`config.mk`:
```
export PLATFORM = sky130hd
export DESIGN_NAME = reg_ex2mem_flat
export DESIGN_NICKNAME = d
export VERILOG_FILES = /design/src/rtl/reg_ex2mem_if.sv /design/src/rtl/reg_ex2mem.sv /design/src/flat_wrapper.sv
export SDC_FILE = /design/constraint.sdc
export NUM_CORES = 1
export LEC_CHECK = 0
export ABC_AREA = 1
export CORE_MARGIN = 8
export CORE_UTILIZATION = 40
export CTS_CLUSTER_SIZE = 20
export DETAILED_ROUTE_END_ITERATION = 12
export MAX_ROUTING_LAYER = met4
export PLACE_DENSITY = 0.8
export SYNTH_ARGS = -nofsm -noshare
export SYNTH_HDL_FRONTEND = slang
export SYNTH_SLANG_ARGS = --single-unit
```
`constraint.sdc`:
```
create_clock -name clk -period 3.3 [get_ports clk]
set_input_delay 0.825 -clock clk [delete_from_list [all_inputs] [get_ports clk]]
set_output_delay 0.825 -clock clk [all_outputs]
set_load 0.01 [all_outputs]
```
`src/rtl/reg_ex2mem_if.sv`:
```
// EX->MEM pipeline register bundle: hazard controls, EX-side inputs
// and MEM-side registered outputs.
interface reg_ex2mem_if #(
    parameter int DATA_W = 32,
    parameter int ADDR_W = 5
);
    logic              stall;
    logic              flush;
    logic [DATA_W-1:0] PC_next_EX;
    logic [DATA_W-1:0] PC_next_MEM;
    logic              MemtoReg_EX;
    logic              MemtoReg_MEM;
    logic              RegWrite_EX;
    logic              RegWrite_MEM;
    logic [ADDR_W-1:0] writeAddr_EX;
    logic [ADDR_W-1:0] writeAddr_MEM;
    logic [DATA_W-1:0] ALU_result_EX;
    logic [DATA_W-1:0] ALU_result_MEM;

    modport master (
        output stall, flush,
        output PC_next_EX, MemtoReg_EX, RegWrite_EX,
        output writeAddr_EX, ALU_result_EX,
        input  PC_next_MEM, MemtoReg_MEM, RegWrite_MEM,
        input  writeAddr_MEM, ALU_result_MEM
    );

    modport slave (
        input  stall, flush,
        input  PC_next_EX, MemtoReg_EX, RegWrite_EX,
        input  writeAddr_EX, ALU_result_EX,
        output PC_next_MEM, MemtoReg_MEM, RegWrite_MEM,
        output writeAddr_MEM, ALU_result_MEM
    );
endinterface

```
`src/rtl/reg_ex2mem.sv`:
```
// EX->MEM pipeline register of the 5-stage MIPS core, with stall
// (hold) and flush (bubble) controls from the hazard unit.
module reg_ex2mem #(
    parameter int DATA_W = 32,
    parameter int ADDR_W = 5
) (
    input  logic            clk,
    input  logic            rst,
    reg_ex2mem_if.slave     bus
);
    typedef struct packed {
        logic [DATA_W-1:0] pc_next;
        logic [DATA_W-1:0] alu_result;
        logic [ADDR_W-1:0] write_addr;
        logic              mem_to_reg;
        logic              reg_write;
    } ex_mem_t;

    ex_mem_t d;
    ex_mem_t q;

    always_comb begin
        d            = '0;
        d.pc_next    = bus.PC_next_EX;
        d.alu_result = bus.ALU_result_EX;
        d.write_addr = bus.writeAddr_EX;
        d.mem_to_reg = bus.MemtoReg_EX;
        d.reg_write  = bus.RegWrite_EX;
    end

    // One flop bank for every field, so no field can update while another holds.
    always_ff @(posedge clk or posedge rst) begin
        if (rst) begin
            q <= '0;
        end else if (bus.flush) begin
            q <= '0;
        end else if (!bus.stall) begin
            q <= d;
        end
    end

    assign bus.PC_next_MEM    = q.pc_next;
    assign bus.ALU_result_MEM = q.alu_result;
    assign bus.writeAddr_MEM  = q.write_addr;
    assign bus.MemtoReg_MEM   = q.mem_to_reg;
    assign bus.RegWrite_MEM   = q.reg_write;
endmodule

```
`src/flat_wrapper.sv`:
```
// flat-port wrapper written by rule: the top's interface ports become plain ports
module reg_ex2mem_flat 
#(
    parameter int DATA_W = 32,
    parameter int ADDR_W = 5
)
  (clk, rst, bus_stall, bus_flush, bus_PC_next_EX, bus_MemtoReg_EX, bus_RegWrite_EX, bus_writeAddr_EX, bus_ALU_result_EX, bus_PC_next_MEM, bus_MemtoReg_MEM, bus_RegWrite_MEM, bus_writeAddr_MEM, bus_ALU_result_MEM);
  reg_ex2mem_if #(.DATA_W(DATA_W), .ADDR_W(ADDR_W)) bus_i ();
  input  logic clk;
  input  logic rst;
  input wire logic [$bits(bus_i.stall)-1:0] bus_stall;
  input wire logic [$bits(bus_i.flush)-1:0] bus_flush;
  input wire logic [$bits(bus_i.PC_next_EX)-1:0] bus_PC_next_EX;
  input wire logic [$bits(bus_i.MemtoReg_EX)-1:0] bus_MemtoReg_EX;
  input wire logic [$bits(bus_i.RegWrite_EX)-1:0] bus_RegWrite_EX;
  input wire logic [$bits(bus_i.writeAddr_EX)-1:0] bus_writeAddr_EX;
  input wire logic [$bits(bus_i.ALU_result_EX)-1:0] bus_ALU_result_EX;
  output wire logic [$bits(bus_i.PC_next_MEM)-1:0] bus_PC_next_MEM;
  output wire logic [$bits(bus_i.MemtoReg_MEM)-1:0] bus_MemtoReg_MEM;
  output wire logic [$bits(bus_i.RegWrite_MEM)-1:0] bus_RegWrite_MEM;
  output wire logic [$bits(bus_i.writeAddr_MEM)-1:0] bus_writeAddr_MEM;
  output wire logic [$bits(bus_i.ALU_result_MEM)-1:0] bus_ALU_result_MEM;
  assign bus_i.stall = bus_stall;
  assign bus_i.flush = bus_flush;
  assign bus_i.PC_next_EX = bus_PC_next_EX;
  assign bus_i.MemtoReg_EX = bus_MemtoReg_EX;
  assign bus_i.RegWrite_EX = bus_RegWrite_EX;
  assign bus_i.writeAddr_EX = bus_writeAddr_EX;
  assign bus_i.ALU_result_EX = bus_ALU_result_EX;
  assign bus_PC_next_MEM = bus_i.PC_next_MEM;
  assign bus_MemtoReg_MEM = bus_i.MemtoReg_MEM;
  assign bus_RegWrite_MEM = bus_i.RegWrite_MEM;
  assign bus_writeAddr_MEM = bus_i.writeAddr_MEM;
  assign bus_ALU_result_MEM = bus_i.ALU_result_MEM;
  reg_ex2mem #(.DATA_W(DATA_W), .ADDR_W(ADDR_W)) u_core (.clk(clk), .rst(rst), .bus(bus_i));
endmodule
```
Word-level counts from Yosys, hierarchy flattened
Cells that the tools add are included.
W data, S select, Z words.
Cells by class
  eq/ne operators: 1
  muxes and demuxes: 2
Operator list (count)
  $mux W71: 2
  $ne A2 B1 Y1 const B: 1
Word-level totals
  flip-flop bits (word level): 71
  bits of input ports: 75
  output and inout port bits: 71
  logic and storage cells: 8

Logic depth before layout (Yosys ltp)
Gate-level depths: netlist of run 1.
  word-level depth: 2
  gate-level depth with buffers: 5
  mapped depth without buffers: 3

Worst setup path after synthesis of run 1
OpenSTA, ideal clock, no wires.
  path kind: input to register
  start point: input port bus_stall
  end point: register u_core.q (netlist bit u_core.bus.ALU_result_MEM[31])
  setup time: 0.065 ns
  arrival time: 1.334 ns
  data required time: 3.235 ns
  setup slack: 1.901 ns
  stages on the path: 5
  path buffers: 2
  path through: buf_4 nor2_8 buf_4 nand2_1 nand2_1
Between the ends
  longest elaborated chain between the ends: 1
RTL lines
  start, declared: RTL line flat_wrapper.sv:11  | input wire logic [$bits(bus_i.stall)-1:0] bus_stall;
  $ne A2 B1 Y1 (no line)
  end signal, assigned: RTL line reg_ex2mem.sv:34  | q <= '0;
  end signal, assigned: RTL line reg_ex2mem.sv:36  | q <= '0;
  end signal, assigned: RTL line reg_ex2mem.sv:38  | q <= d;
  end, declared: RTL line reg_ex2mem.sv:20  | ex_mem_t q;
Every way passes these cells.
A chain may end at the register's enable or synchronous reset.

Final worst setup path of run 1
  start point: input port bus_flush
  end point: register u_core.q (netlist bit u_core.bus.MemtoReg_MEM)
Between the ends
  longest elaborated chain between the ends: 1
  elaborated cells between the ends (all ways): 2
  those cells by class: 1 x eq/ne; 1 x mux
RTL lines
  start, declared: RTL line flat_wrapper.sv:12  | input wire logic [$bits(bus_i.flush)-1:0] bus_flush;
  $ne A2 B1 Y1 (no line) or $mux W71 (tied branches)
Several ways; a longest one is shown, not always the timed one.

==> results of run 1 <==
final cells by class:
type / count / area (µm²) / share of cell area
flip-flops and latches: 71 / 1780 / 0.388
repair buffers: 151 / 1500 / 0.329
multi-input cells: 214 / 908 / 0.199
clock buffers: 11 / 151 / 0.0331
well taps: 99 / 124 / 0.0271
clock inverters: 5 / 104 / 0.0227
inverters: 2 / 7.51 / 0.00164
layer usage:
metal	track usage	up-vias	wire length, µm
li1	-	1263	-
met1	0.213	1245	3770
met2	0.280	101	4150
met3	0.0497	12	587
met4	0.0607	0	118
met5	-	-	0
registers in the layout, summed over array words and instances (netlist names):
register and flops:
u_core.bus.MemtoReg_MEM 1, u_core.bus.writeAddr_MEM 5, u_core.bus.PC_next_MEM 32, u_core.bus.RegWrite_MEM 1, u_core.bus.ALU_result_MEM 32
placed cells by master, fill, tap and decap left out:
cell | synthesis | layout
nand2_1 | 142 | 142
clkinv_4 | 0 | 1
dfrtp_1 | 71 | 71
buf_12 | 0 | 1
bufinv_16 | 0 | 3
clkinv_2 | 0 | 1
clkbuf_8 | 7 | 11
inv_2 | 1 | 2
buf_2 | 7 | 1
buf_4 | 8 | 5
clkdlybuf4s50_1 | 0 | 144
nand3_1 | 71 | 71
nor2_8 | 1 | 1
cell families after synthesis:
| logic type | synth area share |
|---|---|
| AND/OR/NAND/NOR | 0.315 |
| flip-flops | 0.616 |
| buffers and inverters | 0.0690 |
worst reg2reg max path: stages, from the launching register on:
cell	delay (ns)
dfrtp_1	0.40
nand3_1	0.09
nand2_1	0.07
cells in the mapped netlist:
library cell	instances	area (µm²)
nand3_1	71	355
dfrtp_1	71	1780
buf_2	7	35.0
nor2_8	1	20.0
buf_4	8	60.1
clkbuf_8	7	96.3
nand2_1	142	533
inv_2	1	3.75
inv_1	1	3.75
final timing paths:
check | start | end | slack (ns)
worst max-delay path | bus_flush | u_core.bus.MemtoReg_MEM | 1.17
worst min-delay path | u_core.bus.ALU_result_MEM[12] | u_core.bus.ALU_result_MEM[12] | 0.51
worst max register to register | u_core.bus.PC_next_MEM[2] | u_core.bus.PC_next_MEM[2] | 2.63
worst min register to register | u_core.bus.ALU_result_MEM[12] | u_core.bus.ALU_result_MEM[12] | 0.51
max in group asynchronous | rst | u_core.bus.ALU_result_MEM[7] | 1.69
min in group asynchronous | rst | u_core.bus.ALU_result_MEM[29] | 0.82
stage by stage:
stage / instances / cell area (µm²) / worst slack [ns]
3_3_place_gp: 537 / 4320 / 0.863
2_1_floorplan: 309 / 2880 / 0.678
5_1_grt: 553 / 4580 / 1.06
6_report: 553 / 4580 / 1.17
4_1_cts: 553 / 4580 / 1.17
3_5_place_dp: 537 / 4320 / 0.827
power by group through the flow:
stage / Clock, mW / Combinational [mW] / Sequential (mW)
after CTS: 0.881 / 0.335 / 0.945
after detailed placement: 0 / 0.333 / 0.962
after global placement: 0 / 0.327 / 0.960
final: 0.865 / 0.329 / 0.945
after global routing: 0.927 / 0.358 / 0.951
after floorplan: 0 / 0.101 / 0.983
==> run summary, run 1 <==
Status: complete, no violations
Routed Antenna Nets: 0
FMAX: 469 MHz
Part of the cycle the worst path needs: 0.646
Cell-internal power: 1.65 mW
Clk_lat worst skew: 0.33 ns
Final HPWL DP: 6150 µm
Worst EP arrival: 2.39 ns
Total grt overflow: 0
CORE AREA: 0.00710 mm²
Max Root-Sink Buffers: 2
Largest net degree at the start of global routing: 72
Layout Utilization: 0.645
Worst setup EP type: flip-flop
Post-Syn Area: 0.00288 mm²
Sequential area share after synthesis: 0.616
# Max-Cap Violations: 0
First-pass GRT wire length: 13800 µm
Antenna violations before repair: 0
Share of cells above drive strength 1: 0.0573
Pwr Total: 2.14 mW
Startpoint Class: input pin
Syn_area_per_cell: 9.33 µm²
Nets@finish: 524
P&R area growth vs syn: 58.7%
Fin crit period: 2.13 ns
TritonCTS clock tree: yes
Placer Congestion: 0.758
Worst Hold Depth: 2
DRT iter0 DRCs: 128
CTS sink count: 71
DR vias: 2621
Root Driver: clkbuf_8
WS Path Type: in2reg
LEAKAGE: 2.25 nW
Distinct cells, synth: 9
Required time of the critical path: 3.56 ns
Mapped Cells: 309
Pwr Density: 468 mW/mm²
Actual slew at the worst max-slew pin: 0.709 ns
Yosys reg bits: 71
Hold_buf cts: 0
Final number of max-transition violations: 0
WL/cell: 15.6 µm
Proportion of power drawn by the clock network: 0.404
TNS Setup: 0 ns
Initial core utilization: 0.406
P_sw: 0.493 mW
H-tree Lvls: 3
Rel. slew slack: 0.527
Mapped Nets: 384
Wirelength, routed: 8630 µm
Worst path slowest cell: clkdlybuf4s50_1
CP Depth: 5
Final Hold Fails: 0
Final hold slack: 0.507 ns
Reg2Reg Depth: 2
Critical path cell sequence: clkdlybuf4s50_1 -> inv_2 -> buf_4 -> nand3_1 -> nand2_1
Crit Path Max Fanout: 30
WP buf/inv: 3
Die X: 101 µm
CP max stage delay: 0.52 ns
CTS clock-pin slew for the worst setup and hold paths: 0.07 ns
Crit path max-delay family: buffers and inverters
Overall Global Routing Usage: 0.177
Logic gate share of total power: 0.154
Via density: 4.74
CTS Buf Count: 9
PortBufs: 145
DRC: 0
Final setup violation count: 0
Detailed Routing Iterations Pass 1: 4
Flop pwr share: 0.442
Hold Crit Class: reg2reg
Die ar.: 0.0102 mm²
Sw Share: 0.230
Final antenna diode count: 0
Post-CTS resize count: 0
RSZ-0062 raised after global routing: false
I/O pins: 146
Row count: 31
Setup bufs post-CTS: 0
Worst clock skew: 0 ns
Vias in the first global route: 2795
Fillcell total: 574
VDD IR max: 0.254 mV
DIE HEIGHT: 101 µm
Yosys warns: 0
(Power assumes the default switching activity.)
==> inputs of run 2 (changes only) <==
==> constraint.sdc (replaced) <==
create_clock -name clk -period 2 [get_ports clk]
set_input_delay 0.5 -clock clk [delete_from_list [all_inputs] [get_ports clk]]
set_output_delay 0.5 -clock clk [all_outputs]
set_load 0.01 [all_outputs]
==> run 2 against run 1 <==
  * Clock skew is the same
  * Die area unchanged
  * Routed wire length down 3.0%
  * First-iteration DRC count decreased by 3.9%
  * Clock power is 42% higher
  * Critical endpoint is now bus_PC_next_MEM[6]
  * Largest power group unchanged
==> run summary, run 2 (synthesis results as in run 1) <==
Status: complete, no violations
Dpl cells: 538 (+0.19%)
Initial core utilization: 0.406 (unchanged)
Vias in the first global route: 2644 (-5.4%)
Final std cells w/o fill: 553 (unchanged)
Largest net degree at the start of global routing: 72 (unchanged)
Setup bufs post-CTS: 0 (unchanged)
Placer Congestion: 0.732 (-3.4%)
DR vias: 2573 (-1.8%)
Max Root-Sink Buffers: 2 (unchanged)
Commonest non-fill, non-tap cell in the layout: clkdlybuf4s50_1
TritonCTS clock tree: yes
Worst path slowest cell: clkdlybuf4s50_1
CTS Buf Count: 9 (unchanged)
Proportion of power drawn by the clock network: 0.368 (-0.036)
Nets@finish: 525 (+0.19%)
Antenna violations before repair: 0 (unchanged)
Detailed Routing Iterations Pass 1: 4 (unchanged)
Post-CTS resize count: 0 (unchanged)
First-pass GRT wire length: 13300 µm (-3.8%)
Final antenna diode count: 0 (unchanged)
CP max stage delay: 0.56 ns (+0.04 ns)
Rel. slew slack: 0.749 (+0.222)
Via density: 4.65 (-1.8%)
Routed Antenna Nets: 0 (unchanged)
Overall Global Routing Usage: 0.170 (-0.00710)
DIE HEIGHT: 101 µm (unchanged)
CP Depth: 1 (-4)
Total grt overflow: 0 (unchanged)
# Max-Cap Violations: 0 (unchanged)
Logic gate share of total power: 0.165 (+0.011)
Worst setup endpoint: bus_PC_next_MEM[6]
VDD IR max: 0.356 mV (+40%)
Clk_lat worst skew: 0.33 ns (about the same)
Reg2Reg Depth: 2 (unchanged)
Startpoint Class: flip-flop
Worst Setup SP: u_core.bus.PC_next_MEM[6]
PortBufs: 145 (unchanged)
LEAKAGE: 2.24 nW (-0.67%)
Die ar.: 0.0102 mm² (unchanged)
P_sw: 0.787 mW (+60%)
DRT iter0 DRCs: 123 (-3.9%)
Share of cells above drive strength 1: 0.0573 (unchanged)
RR Startpoint: u_core.bus.writeAddr_MEM[0]
Fin crit period: 1.76 ns
TNS Setup: 0 ns (unchanged)
CORE AREA: 0.00710 mm² (unchanged)
Final HPWL DP: 6140 µm (-0.14%)
Final number of max-transition violations: 0 (unchanged)
Root Driver: clkbuf_8
H-tree Lvls: 3 (unchanged)
Final setup violation count: 0 (unchanged)
Worst EP arrival: 1.26 ns (-1.13 ns)
Crit path max-delay family: buffers and inverters
Required time of the critical path: 1.50 ns (-2.06 ns)
Wirelength, routed: 8360 µm (-3.0%)
Hold Crit Class: reg2reg
Sw Share: 0.235 (+0.00487)
FF-to-FF End: u_core.bus.writeAddr_MEM[0]
WP buf/inv: 1 (-2)
Layout Utilization: 0.647 (+0.00194)
Most frequent cells in the layout: clkdlybuf4s50_1, nand2_1, nand3_1, dfrtp_1, clkbuf_8
WS Path Type: reg2out
Reg2Reg Setup Slack: 1.33 ns (-1.30 ns)
Pwr Density: 729 mW/mm² (+56%)
Finished Cell Area: 0.00459 mm² (+0.30%)
Slack of the critical path: 0.243 ns (-0.926 ns)
Final Hold Fails: 0 (unchanged)
Row count: 31 (unchanged)
Hold_buf cts: 0 (unchanged)
Crit Path Max Fanout: 2 (-93%)
Worst clock skew: 0 ns (unchanged)
FMAX: 569 MHz
Cell-internal power: 2.56 mW (+55%)
RSZ-0062 raised after global routing: false
I/O pins: 146 (unchanged)
Pwr Total: 3.35 mW (+56%)
CTS clock-pin slew for the worst setup and hold paths: 0.07 ns (about the same)
DP Area: 0.00437 mm² (+1.1%)
Flop pwr share: 0.467 (+0.025)
CTS sink count: 71 (unchanged)
DRC: 0 (unchanged)
Actual slew at the worst max-slew pin: 0.376 ns (-0.333 ns)
Part of the cycle the worst path needs: 0.879
Worst setup EP type: output pin
Critical path cell sequence: clkdlybuf4s50_1
Die X: 101 µm (unchanged)
WL/cell: 15.1 µm (-3.0%)
Dpl ws: 0.255 ns (-0.572 ns)
P&R area growth vs syn: 59.1%
Final hold slack: 0.508 ns (+0.00168 ns)
[run 2: changes by cell type in the layout (fill, tap and decap cells not counted), sizes merged]
cell      before  now
clkinvlp       0    4
clkinv         2    0
buf            7    8
bufinv         3    2
clkbuf        11   10
inv            2    1
[run 2: per-layer routing]
metal / wire length, µm / vias to the layer above / GRT usage
met3: 488 / 15 / 0.0401
met1: 3610 / 1206 / 0.195
li1: - / 1264 / -
met4: 157 / 0 / 0.0779
met5: 0 / - / -
met2: 4110 / 88 / 0.277
[run 2: worst min-delay path, cell delays in order (launching register included)]
cell and delay (ns):
dfrtp_1 0.34, nand3_1 0.07, nand2_1 0.07
[run 2: worst min path at each step]
stage	from	endpoint	slack (ns)	depth (start not counted)
CTS	u_core.bus.ALU_result_MEM[5]	u_core.bus.ALU_result_MEM[5]	0.51	2
floorplan	u_core.bus.ALU_result_MEM[0]	u_core.bus.ALU_result_MEM[0]	0.54	2
global placement	u_core.bus.ALU_result_MEM[17]	u_core.bus.ALU_result_MEM[17]	0.49	2
global route	u_core.bus.ALU_result_MEM[22]	u_core.bus.ALU_result_MEM[22]	0.53	2
finish	u_core.bus.ALU_result_MEM[5]	u_core.bus.ALU_result_MEM[5]	0.51	2
detailed placement	u_core.bus.ALU_result_MEM[22]	u_core.bus.ALU_result_MEM[22]	0.50	2
[run 2: final cells by class]
class / instances / area [µm²]
clock buffers: 10 / 138
clock inverters: 5 / 82.6
fillers: 615 / 2510
inverters: 2 / 11.3
multi-input cells: 214 / 908
flip-flops and latches: 71 / 1780
well taps: 99 / 124
repair buffers: 152 / 1550
[run 2: power groups by stage]
stage | combinational (mW) | sequential (mW) | clock, mW
2_1_floorplan | 0.167 | 1.62 | 0
3_3_place_gp | 0.551 | 1.59 | 0
3_5_place_dp | 0.561 | 1.59 | 0
4_1_cts | 0.562 | 1.56 | 1.27
5_1_grt | 0.598 | 1.57 | 1.33
6_report | 0.551 | 1.56 | 1.23
==> inputs of run 3 (changes only) <==
--- a/config.mk
+++ b/config.mk
@@ -6,6 +6,7 @@
 export NUM_CORES = 1
 export LEC_CHECK = 0
 export ABC_AREA = 1
+export CAP_MARGIN = 5
 export CORE_MARGIN = 8
 export CORE_UTILIZATION = 40
 export CTS_CLUSTER_SIZE = 20
==> results of run 3 <==
The final DEF is identical to that of run 2; final timing and power are the same.
